===== config.mk =====
export PLATFORM = sky130hd
export DESIGN_NAME = datapath_arbiter
export DESIGN_NICKNAME = d
export VERILOG_FILES = /design/src/rtl/datapath_arbiter.sv
export SDC_FILE = /design/constraint.sdc
export NUM_CORES = 1
export LEC_CHECK = 0
export CAP_MARGIN = 15
export CORE_ASPECT_RATIO = 1.25
export CORE_UTILIZATION = 60
export DETAILED_ROUTE_END_ITERATION = 8
export DONT_BUFFER_PORTS = 1
export PLACE_DENSITY = 0.82
export SYNTH_ARGS = -nofsm -noshare
export SYNTH_HDL_FRONTEND = slang
export SYNTH_SLANG_ARGS = --single-unit

===== constraint.sdc =====
create_clock -name clk -period 3.7 [get_ports clk]
set_input_delay 0.555 -clock clk [delete_from_list [all_inputs] [get_ports clk]]
set_output_delay 0.555 -clock clk [all_outputs]
set_load 0.005 [all_outputs]

===== src/rtl/datapath_arbiter.sv =====
// datapath_arbiter: round-robin, lock-capable arbiter that shares the
// datapath register file and bus among NREQ requesters.
module datapath_arbiter #(
  parameter int NREQ     = 4,
  parameter int NREG     = 8,
  parameter int DW       = 16,
  parameter int MAXBURST = 4
) (
  input  logic              clk,
  input  logic              rst,
  input  logic [NREQ-1:0]   req,
  input  logic [NREQ-1:0]   lock,
  input  logic [NREQ-1:0]   we,
  input  logic [NREQ*3-1:0] reg_sel,
  input  logic [NREQ*DW-1:0] wdata,
  input  logic [DW-1:0]     bus_rdata,
  output logic [NREQ-1:0]   gnt,
  output logic [NREQ-1:0]   ack,
  output logic              err,
  output logic [DW-1:0]     rdata,
  output logic [NREG-1:0]   reg_en_in,
  output logic [NREG-1:0]   reg_en_out,
  output logic [DW-1:0]     bus_wdata,
  output logic              busy
);

  localparam int IW = (NREQ > 1) ? $clog2(NREQ) : 1;
  localparam int BW = $clog2(MAXBURST + 1);
  localparam logic [BW-1:0] BMAX  = BW'(MAXBURST);
  localparam logic [IW-1:0] LAST  = IW'(NREQ - 1);
  localparam logic [3:0]    NREG4 = 4'(NREG);

  typedef enum logic [1:0] {IDLE, GRANT, XFER, ACK} state_t;

  state_t          state, state_n;
  logic [IW-1:0]   owner, owner_n;
  logic [IW-1:0]   ptr, ptr_n, nxt;
  logic [BW-1:0]   burst, burst_n;
  logic            lat_we;
  logic [2:0]      lat_sel;
  logic [DW-1:0]   lat_wdata;
  logic            err_flag;
  logic            sel_ok;
  logic            wr_go;
  logic            rd_go;
  logic [IW:0]     win_idle;
  logic [IW:0]     win_rel;
  logic [NREQ-1:0] owner_oh;

  // {found, index} of the first set bit searching start, start+1, ...
  function automatic logic [IW:0] pick(
    input logic [NREQ-1:0] r,
    input logic [IW-1:0]   start
  );
    logic [IW:0] res;
    int          j;
    res = '0;
    for (int k = NREQ - 1; k >= 0; k--) begin
      j = (int'(start) + k) % NREQ;
      if (r[j]) res = {1'b1, IW'(j)};
    end
    return res;
  endfunction

  assign nxt      = (owner == LAST) ? '0 : owner + IW'(1);
  assign owner_oh = NREQ'(1) << owner;
  assign win_idle = pick(req, ptr);
  assign win_rel  = pick(req & ~owner_oh, nxt);
  assign sel_ok   = {1'b0, lat_sel} < NREG4;
  assign wr_go    = (state == XFER) && sel_ok && lat_we;
  assign rd_go    = (state == XFER) && sel_ok && !lat_we;

  always_comb begin
    state_n = state;
    owner_n = owner;
    ptr_n   = ptr;
    burst_n = burst;
    unique case (state)
      IDLE: begin
        if (win_idle[IW]) begin
          state_n = GRANT;
          owner_n = win_idle[IW-1:0];
          burst_n = BW'(1);
        end
      end
      GRANT: state_n = XFER;
      XFER:  state_n = ACK;
      ACK: begin
        if (lock[owner] && req[owner] && burst < BMAX) begin
          state_n = GRANT;
          burst_n = burst + BW'(1);
        end else begin
          ptr_n   = nxt;
          burst_n = '0;
          state_n = IDLE;
          if (win_rel[IW]) begin
            state_n = GRANT;
            owner_n = win_rel[IW-1:0];
            burst_n = BW'(1);
          end
        end
      end
      default: state_n = IDLE;
    endcase
  end

  always_ff @(posedge clk or negedge rst) begin
    if (!rst) begin
      state <= IDLE;
      owner <= '0;
      ptr   <= '0;
      burst <= '0;
    end else begin
      state <= state_n;
      owner <= owner_n;
      ptr   <= ptr_n;
      burst <= burst_n;
    end
  end

  // Fields are sampled once per transaction so later changes are ignored.
  always_ff @(posedge clk or negedge rst) begin
    if (!rst) begin
      lat_we    <= 1'b0;
      lat_sel   <= '0;
      lat_wdata <= '0;
      err_flag  <= 1'b0;
      rdata     <= '0;
    end else begin
      if (state == GRANT) begin
        lat_we    <= we[owner];
        lat_sel   <= reg_sel[3*owner +: 3];
        lat_wdata <= wdata[DW*owner +: DW];
      end
      if (state == XFER) begin
        err_flag <= !sel_ok;
        if (rd_go) rdata <= bus_rdata;
      end
    end
  end

  assign busy       = state != IDLE;
  assign gnt        = busy ? owner_oh : '0;
  assign ack        = (state == ACK) ? owner_oh : '0;
  assign err        = (state == ACK) && err_flag;
  assign reg_en_in  = wr_go ? NREG'(1) << lat_sel : '0;
  assign reg_en_out = rd_go ? NREG'(1) << lat_sel : '0;
  assign bus_wdata  = wr_go ? lat_wdata : '0;

endmodule


==> results.py, run 1 <==
metrics = {
    "outcome": {
        "result_of_the_run": "finished, final reports clean",
    },
    "power": {
        "clockPowerShare_pct": 11.8,
        "internal_power_mw": 1.58,
        "combPwrFrac_pct": 52.3,
        "seq_power_share_pct": 35.9,
        "power.switching_fraction_pct": 41.4,
        "power_density_over_the_cells_nw_per_um2": 871,
        "leakagePower_nw": 1.36,
        "report.power.total_mw": 2.70,
        "sw_power_mw": 1.12,
        "peakVddDrop_mv": 0.446,
    },
    "drt": {
        "met3_wirelength_um": 666,
        "wire_per_inst_um": 19.7,
        "routed_via_density": 6.55,
        "routed-wl-met2_um": 3500,
        "met1_length_um": 2500,
        "dr.first_iter.drc_count": 99,
        "antenna_left": 0,
        "top_signal_layer_used": "met4",
        "drt_first_pass_iters": 4,
        "routed-via-count": 2254,
        "drc": 0,
        "finalWirelength_um": 6770,
    },
    "place": {
        "port_buffers": 0,
        "dpl.hpwl_um": 5220,
        "place.gp.congestion": 0.927,
        "dp_slack_ns": 1.18,
    },
    "floorplan": {
        "fp.coreArea_um2": 4760,
        "chipHeight_um": 81.1,
        "top_level_ports": 164,
        "die-width_um": 65.3,
        "number_of_placement_rows": 28,
        "floorplan.die_area_um2": 5290,
        "initial_core_utilization_pct": 63.0,
    },
    "grt": {
        "grt.total_usage_pct": 25.3,
        "grt_start_max_net_pins": 46,
        "first_global_vias": 2086,
        "remaining_overflow_grt": 0,
        "antenna_found_initial": 0,
        "grt_first_pass_wirelength_um": 10000,
    },
    "yosys": {
        "synth_top_family_by_area": "multiplexers",
        "post_syn_area_per_cell_um2": 10.2,
        "mappedNetlistArea_um2": 3000,
        "yosys_register_bits": 45,
        "ys_dominant_reg_cell": "sky130_fd_sc_hd__dfrtp_1",
        "portion_of_netlist_area_occupied_by_mux_cells_pct": 25.0,
        "sequential_element_share_of_the_synthesized_area_pct": 37.5,
        "postSynthCellCount": 294,
        "synth-compound-area-share_pct": 6.01,
        "synth_fp_nets": 409,
        "synth_adder_area_share_pct": 3.75,
        "synth.distinct_cells": 46,
        "simple_gate_share_of_the_synthesized_area_pct": 22.6,
        "synthArstFlopShare_pct": 100,
        "synthXorXnorAreaFrac_pct": 0,
        "synthesis_warnings": 0,
        "synth_edf_count": 0,
    },
    "clock_network": {
        "clkTransAtPathRegs_ns": 0.08,
        "numCtsBuffers": 5,
        "postCtsSetupBuffers": 0,
        "cts_max_path_buffers": 2,
        "clkSinkCount": 45,
        "worstSkewPairLatency_ns": 0.30,
        "clock_tree.root_cell": "sky130_fd_sc_hd__clkbuf_8",
        "ctsHoldBuffers": 1,
        "cts_max_level": 2,
        "tritoncts": "done",
        "post_cts_resize_count": 0,
    },
    "worst_setup_path": {
        "critical_path_peak_fanout": 21,
        "timing.critical_path.from_type": "register",
        "required_time_worst_endpoint_ns": 3.14,
        "path_buf_inv": 1,
        "cp_slowest_stage_delay_ns": 0.57,
        "timing_worst_setup_path_type": "reg -> out",
        "critical_path.slowest_cell": "sky130_fd_sc_hd__ha_1",
        "setup.reg_to_reg.worst_slack_ns": 1.17,
        "path_cells": "inv_1 > ha_1 > nand2b_1 > nor4_1",
        "worst_setup_path_end_kind": "output port",
        "cp.arrival_ns": 2.33,
        "critical-path-top-delay-family": "simple AND/OR/NAND/NOR gates",
    },
    "layout": {
        "num-fill-cells": 383,
        "diodes": 0,
        "flow.area_growth_from_synthesis_pct": 3.25,
        "final_cell_mix": "59 x sky130_fd_sc_hd__nand2_1, 44 x sky130_fd_sc_hd__dfrtp_1, 23 x sky130_fd_sc_hd__mux2_2, 20 x sky130_fd_sc_hd__mux4_2, 18 x sky130_fd_sc_hd__and3_1",
        "num-nets-final": 398,
        "post_route_cells_drive_above_1_share_pct": 21.5,
        "final_common_cell": "sky130_fd_sc_hd__nand2_1",
    },
    "sta": {
        "rsz0062_at_grt": "false",
        "timing.clock.skew_ns": 0.00614,
        "worst_pin_slew_ns": 0.896,
        "timing.slew.headroom_pct": 40.3,
        "final-hold-violation-count": 0,
        "setup_slack_ns": 0.814,
        "final.period_utilization_pct": 78.0,
        "totalNegativeSetupSlack_ns": 0,
        "clock.fmax_mhz": 346,
        "finalWorstPathRequiredPeriod_ns": 2.89,
        "total_count_of_max_transition_violations_in_the_final_report": 0,
        "finalSetupViolations": 0,
    },
    "flow_run": {
        "max_cap_violations": 0,
    },
    "worst_hold_path": {
        "min-delay-path-class": "in -> async",
    },
}
-- Yosys cell counts (2+ instances only) --
| master | n | area share (%) |
|---|---|---|
| sky130_fd_sc_hd__buf_4 | 2 | 0.50 |
| sky130_fd_sc_hd__buf_6 | 3 | 1.1 |
| sky130_fd_sc_hd__nand2_1 | 59 | 7.4 |
| sky130_fd_sc_hd__nor4_1 | 2 | 0.42 |
| sky130_fd_sc_hd__and3_1 | 18 | 3.8 |
| sky130_fd_sc_hd__mux2i_1 | 4 | 1.3 |
| sky130_fd_sc_hd__buf_1 | 2 | 0.25 |
| sky130_fd_sc_hd__a311oi_1 | 2 | 0.58 |
| sky130_fd_sc_hd__a21oi_1 | 7 | 1.2 |
| sky130_fd_sc_hd__nand3_1 | 9 | 1.5 |
| sky130_fd_sc_hd__a22o_1 | 2 | 0.58 |
| sky130_fd_sc_hd__buf_2 | 2 | 0.33 |
| sky130_fd_sc_hd__clkbuf_1 | 12 | 1.5 |
| sky130_fd_sc_hd__o21ai_0 | 4 | 0.67 |
| sky130_fd_sc_hd__mux2_2 | 23 | 8.6 |
| sky130_fd_sc_hd__inv_1 | 7 | 0.88 |
| sky130_fd_sc_hd__dfrtp_1 | 45 | 38 |
| sky130_fd_sc_hd__nor3_1 | 9 | 1.5 |
| sky130_fd_sc_hd__nor2_1 | 13 | 1.6 |
| sky130_fd_sc_hd__nor2b_1 | 6 | 1.3 |
| sky130_fd_sc_hd__ha_1 | 9 | 3.8 |
| sky130_fd_sc_hd__nand2b_1 | 7 | 1.5 |
| sky130_fd_sc_hd__mux4_2 | 20 | 15 |
| sky130_fd_sc_hd__and2_1 | 5 | 1.0 |
-- kinds of logic (layout without fill, tap and decap cells) --
| family | count (synthesis) | after routing |
|---|---|---|
| AND/OR/NAND/NOR | 137 | 137 |
| AO/OA/AOI/OAI | 26 | 26 |
| buffers and inverters | 29 | 19 |
| multiplexers | 47 | 47 |
| adder cells (fa/ha/maj) | 9 | 9 |
| other | 1 | 1 |
| flip-flops | 45 | 45 |
-- stage by stage --
| step | area [um^2] | std cells | hold WS, ns | utilization, % |
|---|---|---|---|---|
| global route | 3100 | 344 | 0.0959 | 65.0 |
| CTS | 3100 | 344 | 0.0959 | 65.0 |
| detailed placement | 2970 | 335 | 0.260 | 62.4 |
| finish | 3100 | 344 | 0.0856 | 65.0 |
| global placement | 2970 | 335 | 0.260 | 62.4 |
| floorplan | 3000 | 294 | 0.259 | - |
-- state kept, by name, summed over array words and instances (netlist names) --
register and count:
burst 3, lat_sel 3, lat_wdata 16, lat_we 1, owner 2, ptr 2
rdata 16, state 2
-- layout make-up --
cell class	instances	area (um^2)	share of cell area, %
inverter	7	26.3	0.848
tap	60	75.1	2.42
clock inverter	2	13.8	0.444
timing repair buffer	4	50.0	1.62
multi-input combinational	220	1720	55.6
sequential	45	1130	36.4
clock buffer	6	82.6	2.67
-- layer usage --
layer | vias up | GRT usage [%]
met2 | 144 | 44.5
met1 | 1072 | 29.5
met3 | 15 | 7.87
met5 | - | 0
met4 | 0 | 7.39
li1 | 1023 | -
-- path summary, 6_finish.rpt --
| path | from | to | cells past startpoint |
|---|---|---|---|
| setup reg to reg | owner[0] | owner[0] | 8 |
| hold reg to reg | rdata[7] | rdata[7] | 2 |
| setup / recovery | state[0] | reg_en_out[0] | 4 |
| min in group clk | bus_rdata[3] | rdata[3] | 2 |
| max in group asynchronous | rst | owner[0] | 1 |
| hold / removal | rst | owner[1] | 1 |
-- power groups by stage --
stage	Combinational, mW	Sequential, mW	Clock (mW)
2_1_floorplan	1.26	0.877	0
3_3_place_gp	1.36	0.960	0
3_5_place_dp	1.40	0.976	0
4_1_cts	1.42	0.965	0.328
5_1_grt	1.56	1.01	0.346
6_report	1.41	0.968	0.319
Note: power is estimated with default switching activity, not from simulation.
==> inputs of run 2 (changes only) <==
- clock period: 3.7 -> 2.69 ns (I/O delays scaled with it)
==> run 2 against run 1 <==
  * First-iteration DRC count up 30%
  * Worst hold slack gained 0.12 ns
  * Final cell count grew 2.0%
  * Sequential share of layout area shrank 0.80 points
  * Die area unchanged
  * Utilization increased by 1.5 points
  * Sequential power up 36%
  * Non-clock buffer count rose by 6
  * Global-route usage up 2.1 points
  * Clock power grew 65%
==> results.py, run 2 (synthesized netlist as in run 1, its figures left out) <==
metrics = {
    "worst_setup_path": {
        "path_buf_inv": 1,
        "critical-path-top-delay-family": "simple AND/OR/NAND/NOR gates",
        "timing.critical_path.from_type": "register",
        "worst_setup_path_end_kind": "output port",
        "required_time_worst_endpoint_ns": 2.29,
        "timing_worst_setup_path_type": "reg -> out",
        "critical_path.slowest_cell": "sky130_fd_sc_hd__nor2b_1",
        "cp_slowest_stage_delay_ns": 0.51,
        "cp.arrival_ns": 1.98,
        "critical_path_peak_fanout": 9,
        "path_cells": "inv_1 > ha_1 > nor2b_1 > nand2_1 > nor3_1",
    },
    "sta": {
        "finalWorstPathRequiredPeriod_ns": 2.38,
        "finalSetupViolations": 0,
        "totalNegativeSetupSlack_ns": 0,
        "final-hold-violation-count": 0,
        "final.hold.worst_slack_ns": 0.208,
        "rsz0062_at_grt": "false",
        "timing.clock.skew_ns": 0.00616,
        "total_count_of_max_transition_violations_in_the_final_report": 0,
        "timing.slew.headroom_pct": 62.0,
        "worst_pin_slew_ns": 0.569,
        "final.period_utilization_pct": 88.5,
        "clock.fmax_mhz": 420,
    },
    "floorplan": {
        "number_of_placement_rows": 28,
        "floorplan.die_area_um2": 5290,
        "die-width_um": 65.3,
        "fp.coreArea_um2": 4760,
        "top_level_ports": 164,
        "chipHeight_um": 81.1,
        "initial_core_utilization_pct": 63.0,
    },
    "layout": {
        "biggestRegsByFlops": "lat_wdata: 16 flops, rdata: 16 flops",
        "area.sequential_um2": 1130,
        "num-nets-final": 404,
        "final_common_cell": "sky130_fd_sc_hd__nand2_1",
        "final-instance-count-excl-fill": 351,
        "num-fill-cells": 374,
        "post_route_cells_drive_above_1_share_pct": 22.4,
        "multi_input_area_um2": 1720,
        "final_cell_mix": "59 x sky130_fd_sc_hd__nand2_1, 44 x sky130_fd_sc_hd__dfrtp_1, 23 x sky130_fd_sc_hd__mux2_2, 20 x sky130_fd_sc_hd__mux4_2, 18 x sky130_fd_sc_hd__and3_1",
        "flow.area_growth_from_synthesis_pct": 5.59,
        "fin_util_pct": 66.5,
    },
    "grt": {
        "grt.total_usage_pct": 27.4,
        "grt_start_max_net_pins": 46,
        "remaining_overflow_grt": 0,
        "grt_first_pass_wirelength_um": 10700,
        "first_global_vias": 2214,
        "antenna_found_initial": 0,
    },
    "clock_network": {
        "clkSinkCount": 45,
        "cts_max_path_buffers": 2,
        "clkTransAtPathRegs_ns": 0.08,
        "clock_tree.root_cell": "sky130_fd_sc_hd__clkbuf_8",
        "numCtsBuffers": 5,
        "cts_max_level": 2,
        "post_cts_resize_count": 0,
        "worstSkewPairLatency_ns": 0.30,
        "tritoncts": "done",
        "postCtsSetupBuffers": 0,
    },
    "drt": {
        "routed_via_density": 6.53,
        "wire_per_inst_um": 20.5,
        "drt_first_pass_iters": 4,
        "routed-via-count": 2291,
        "antenna_left": 0,
        "finalWirelength_um": 7200,
        "dr.first_iter.drc_count": 129,
        "drc": 0,
    },
    "power": {
        "power_density_over_the_cells_nw_per_um2": 1220,
        "peakVddDrop_mv": 0.538,
        "leakagePower_nw": 1.40,
        "report.power.total_mw": 3.87,
    },
    "place": {
        "place.gp.congestion": 0.866,
        "dp.cells": 340,
        "port_buffers": 0,
        "dpl.hpwl_um": 5490,
    },
    "outcome": {
        "result_of_the_run": "finished, final reports clean",
    },
    "worst_hold_path": {
        "min-delay-path-class": "in -> reg",
    },
    "flow_run": {
        "max_cap_violations": 0,
    },
}
run 2: changes by cell type in the layout (fill, tap and decap cells not counted), sizes merged:
cell	delta
clkinv	-2
clkbuf	+1
bufinv	+1
buf	+5
dlygate4sd3	+1
diode	+1
run 2: area by class of cell:
class	count	area share [%]
Clock inverter	1	0.948
Inverter	7	0.829
Multi-Input combinational cell	220	54.4
Clock buffer	7	2.73
Tap cell	60	2.37
Antenna cell	1	0.0790
Sequential cell	45	35.6
Timing Repair Buffer	10	3.08
run 2: final timing paths:
check	cells after the start	end	slack, ns	from
setup / recovery	5	reg_en_out[4]	0.31	state[0]
hold / removal	2	rdata[12]	0.21	bus_rdata[12]
setup reg to reg	8	owner[1]	0.48	owner[0]
hold reg to reg	1	lat_wdata[12]	0.51	lat_wdata[12]
max in group asynchronous	2	owner[0]	1.87	rst
min in group asynchronous	2	rdata[12]	0.61	rst
run 2: routing by layer:
| layer | wire, um | part of all wire, % | global-route usage (%) | up-vias |
|---|---|---|---|---|
| li1 | - | - | - | 1039 |
| met1 | 2690 | 37 | 31.7 | 1107 |
| met2 | 3720 | 52 | 48.2 | 132 |
| met3 | 647 | 9.0 | 7.30 | 13 |
| met4 | 143 | 2.0 | 10.2 | 0 |
| met5 | 0 | 0 | 0 | - |
run 2: power breakdown:
group          total [mW]  internal [mW]  leakage, nW  switching (mW)
Clock               0.526          0.303       0.0585           0.223
Combinational        2.02          0.985        0.801            1.04
Sequential           1.32           1.02        0.537           0.301
Total                3.87           2.31         1.40            1.56
run 2: repair_timing:
action                                  4_1_cts  5_1_grt
endpoints found under the setup margin        0        0
endpoints found under the hold margin        45        0
hold buffers                                  2        0
run 2: through the flow:
| step | area [um^2] | setup WS [ns] |
|---|---|---|
| detailed placement | 3010 | 0.501 |
| global route | 3170 | 0.0570 |
| floorplan | 3000 | 0.280 |
| CTS | 3170 | 0.312 |
| finish | 3170 | 0.310 |
| global placement | 3010 | 0.555 |
==> inputs of run 3 (changes only) <==
- MAX_ROUTING_LAYER: unset -> met4
==> run 3 against run 2 <==
  * Clock power is 19% lower
  * Die area stayed put
  * Via count is 0.26% lower
  * Fmax is 0.15% lower
  * Sequential power hardly changed
  * Worst hold slack better by 0.013 ns
  * Utilization is 0.55 points lower
==> results.py, run 3 (synthesized netlist as in run 1, its figures left out) <==
metrics = {
    "outcome": {
        "result_of_the_run": "finished, final reports clean",
    },
    "clock_network": {
        "clkSinkCount": 45,
        "post_cts_resize_count": 0,
        "clkTransAtPathRegs_ns": 0.09,
        "numCtsBuffers": 5,
        "worstSkewPairLatency_ns": 0.29,
        "cts_max_path_buffers": 2,
        "ctsHoldBuffers": 2,
        "postCtsSetupBuffers": 0,
        "clock_tree.root_cell": "sky130_fd_sc_hd__clkbuf_8",
        "cts_max_level": 2,
        "tritoncts": "done",
    },
    "sta": {
        "timing.slew.headroom_pct": 62.8,
        "clock.fmax_mhz": 419,
        "worst_pin_slew_ns": 0.556,
        "setup_slack_ns": 0.306,
        "final.period_utilization_pct": 88.6,
        "timing.clock.skew_ns": 0.0106,
        "finalWorstPathRequiredPeriod_ns": 2.38,
        "totalNegativeSetupSlack_ns": 0,
        "total_count_of_max_transition_violations_in_the_final_report": 0,
        "finalSetupViolations": 0,
        "final-hold-violation-count": 0,
        "rsz0062_at_grt": "false",
    },
    "layout": {
        "final_cell_mix": "59 x sky130_fd_sc_hd__nand2_1, 44 x sky130_fd_sc_hd__dfrtp_1, 23 x sky130_fd_sc_hd__mux2_2, 20 x sky130_fd_sc_hd__mux4_2, 18 x sky130_fd_sc_hd__and3_1",
        "final_common_cell": "sky130_fd_sc_hd__nand2_1",
        "biggestRegsByFlops": "lat_wdata: 16 flops, rdata: 16 flops",
        "post_route_cells_drive_above_1_share_pct": 22.5,
        "final-instance-count-excl-fill": 350,
        "flow.area_growth_from_synthesis_pct": 4.71,
        "num-nets-final": 404,
        "num-fill-cells": 383,
    },
    "grt": {
        "grt.met3_usage_pct": 5.48,
        "grt.total_usage_pct": 27.9,
        "grt_first_pass_wirelength_um": 10600,
        "grt_busiest_layer": "met2",
        "antenna_found_initial": 0,
        "grt_start_max_net_pins": 46,
        "remaining_overflow_grt": 0,
        "first_global_vias": 2114,
        "routing_usage_on_met1_pct": 33.1,
        "global_route.usage.met2_pct": 48.2,
    },
    "power": {
        "peakVddDrop_mv": 0.585,
        "power_density_over_the_cells_nw_per_um2": 1200,
        "leakagePower_nw": 1.38,
    },
    "worst_setup_path": {
        "timing_worst_setup_path_type": "reg -> out",
        "worstRegToRegCells": 8,
        "cp.arrival_ns": 1.98,
        "required_time_worst_endpoint_ns": 2.29,
        "worst_setup_path_end_kind": "output port",
        "timing.critical_path.from_type": "register",
        "critical_path_peak_fanout": 9,
    },
    "floorplan": {
        "number_of_placement_rows": 28,
        "floorplan.die_area_um2": 5290,
        "fp.coreArea_um2": 4760,
        "chipHeight_um": 81.1,
        "top_level_ports": 164,
        "die-width_um": 65.3,
        "initial_core_utilization_pct": 63.0,
    },
    "drt": {
        "dr.first_iter.drc_count": 170,
        "antenna_left": 0,
        "drt_first_pass_iters": 4,
        "routed_via_density": 6.53,
        "routed-via-count": 2285,
        "finalWirelength_um": 7200,
        "drc": 0,
        "wire_per_inst_um": 20.6,
    },
    "place": {
        "place.gp.congestion": 0.868,
        "dpl.hpwl_um": 5530,
        "port_buffers": 0,
        "dp.cells": 340,
        "dp_slack_ns": 0.431,
    },
    "flow_run": {
        "max_cap_violations": 0,
    },
    "worst_hold_path": {
        "min-delay-path-class": "in -> reg",
        "hold-path-cell-count": 2,
    },
}
run 3: cell types whose count changed in the layout (fill, tap and decap cells not counted), sizes merged:
cell	before	now
clkinvlp	0	1
clkbuf	7	6
bufinv	1	0
run 3: final cells by class:
class | count | area, um^2 | share of cell area (%)
Timing Repair Buffer | 10 | 97.6 | 3.11
Inverter | 7 | 26.3 | 0.836
Multi-Input combinational cell | 220 | 1720 | 54.8
Antenna cell | 1 | 2.50 | 0.0796
Tap cell | 60 | 75.1 | 2.39
Clock inverter | 1 | 7.51 | 0.239
Clock buffer | 6 | 82.6 | 2.63
Sequential cell | 45 | 1130 | 35.9
run 3: through the flow:
| stage | hold WS (ns) | utilization [%] | instance area (um^2) | power, mW |
|---|---|---|---|---|
| 4_1_cts | 0.216 | 65.9 | 3140 | 3.79 |
| 3_5_place_dp | 0.109 | 63.2 | 3010 | 3.35 |
| 2_1_floorplan | 0.108 | - | 3000 | 2.94 |
| 5_1_grt | 0.217 | 65.9 | 3140 | 4.07 |
| 3_3_place_gp | 0.109 | 63.2 | 3010 | 3.24 |
| 6_report | 0.221 | 65.9 | 3140 | 3.78 |
run 3: worst max-delay path, stage by stage (launching register included):
cell and delay, ns:
sky130_fd_sc_hd__dfrtp_1 0.44, sky130_fd_sc_hd__inv_1 0.12, sky130_fd_sc_hd__ha_1 0.27, sky130_fd_sc_hd__nor2b_1 0.50, sky130_fd_sc_hd__nand2_1 0.14, sky130_fd_sc_hd__nor3_1 0.21
run 3: worst paths after layout:
path                              startpoint       endpoint  slack [ns]
worst max-delay path                state[0]  reg_en_out[4]        0.31
worst min-delay path            bus_rdata[8]       rdata[8]        0.22
worst max register to register      owner[0]       owner[0]        0.42
worst min register to register     rdata[14]      rdata[14]        0.51
max in group asynchronous                rst       owner[0]        1.86
min in group asynchronous                rst       owner[0]        0.63
run 3: layer usage:
layer  vias to the layer above  wire length [um]
met5                         -                 0
met4                         0                90
met3                         8               569
met2                       125              3770
met1                      1115              2770
li1                       1037                 -
run 3: power by group:
part	internal (mW)	switching [mW]	total (mW)
Clock	0.203	0.222	0.425
Combinational	0.985	1.04	2.03
Sequential	1.02	0.305	1.33
Total	2.21	1.57	3.78
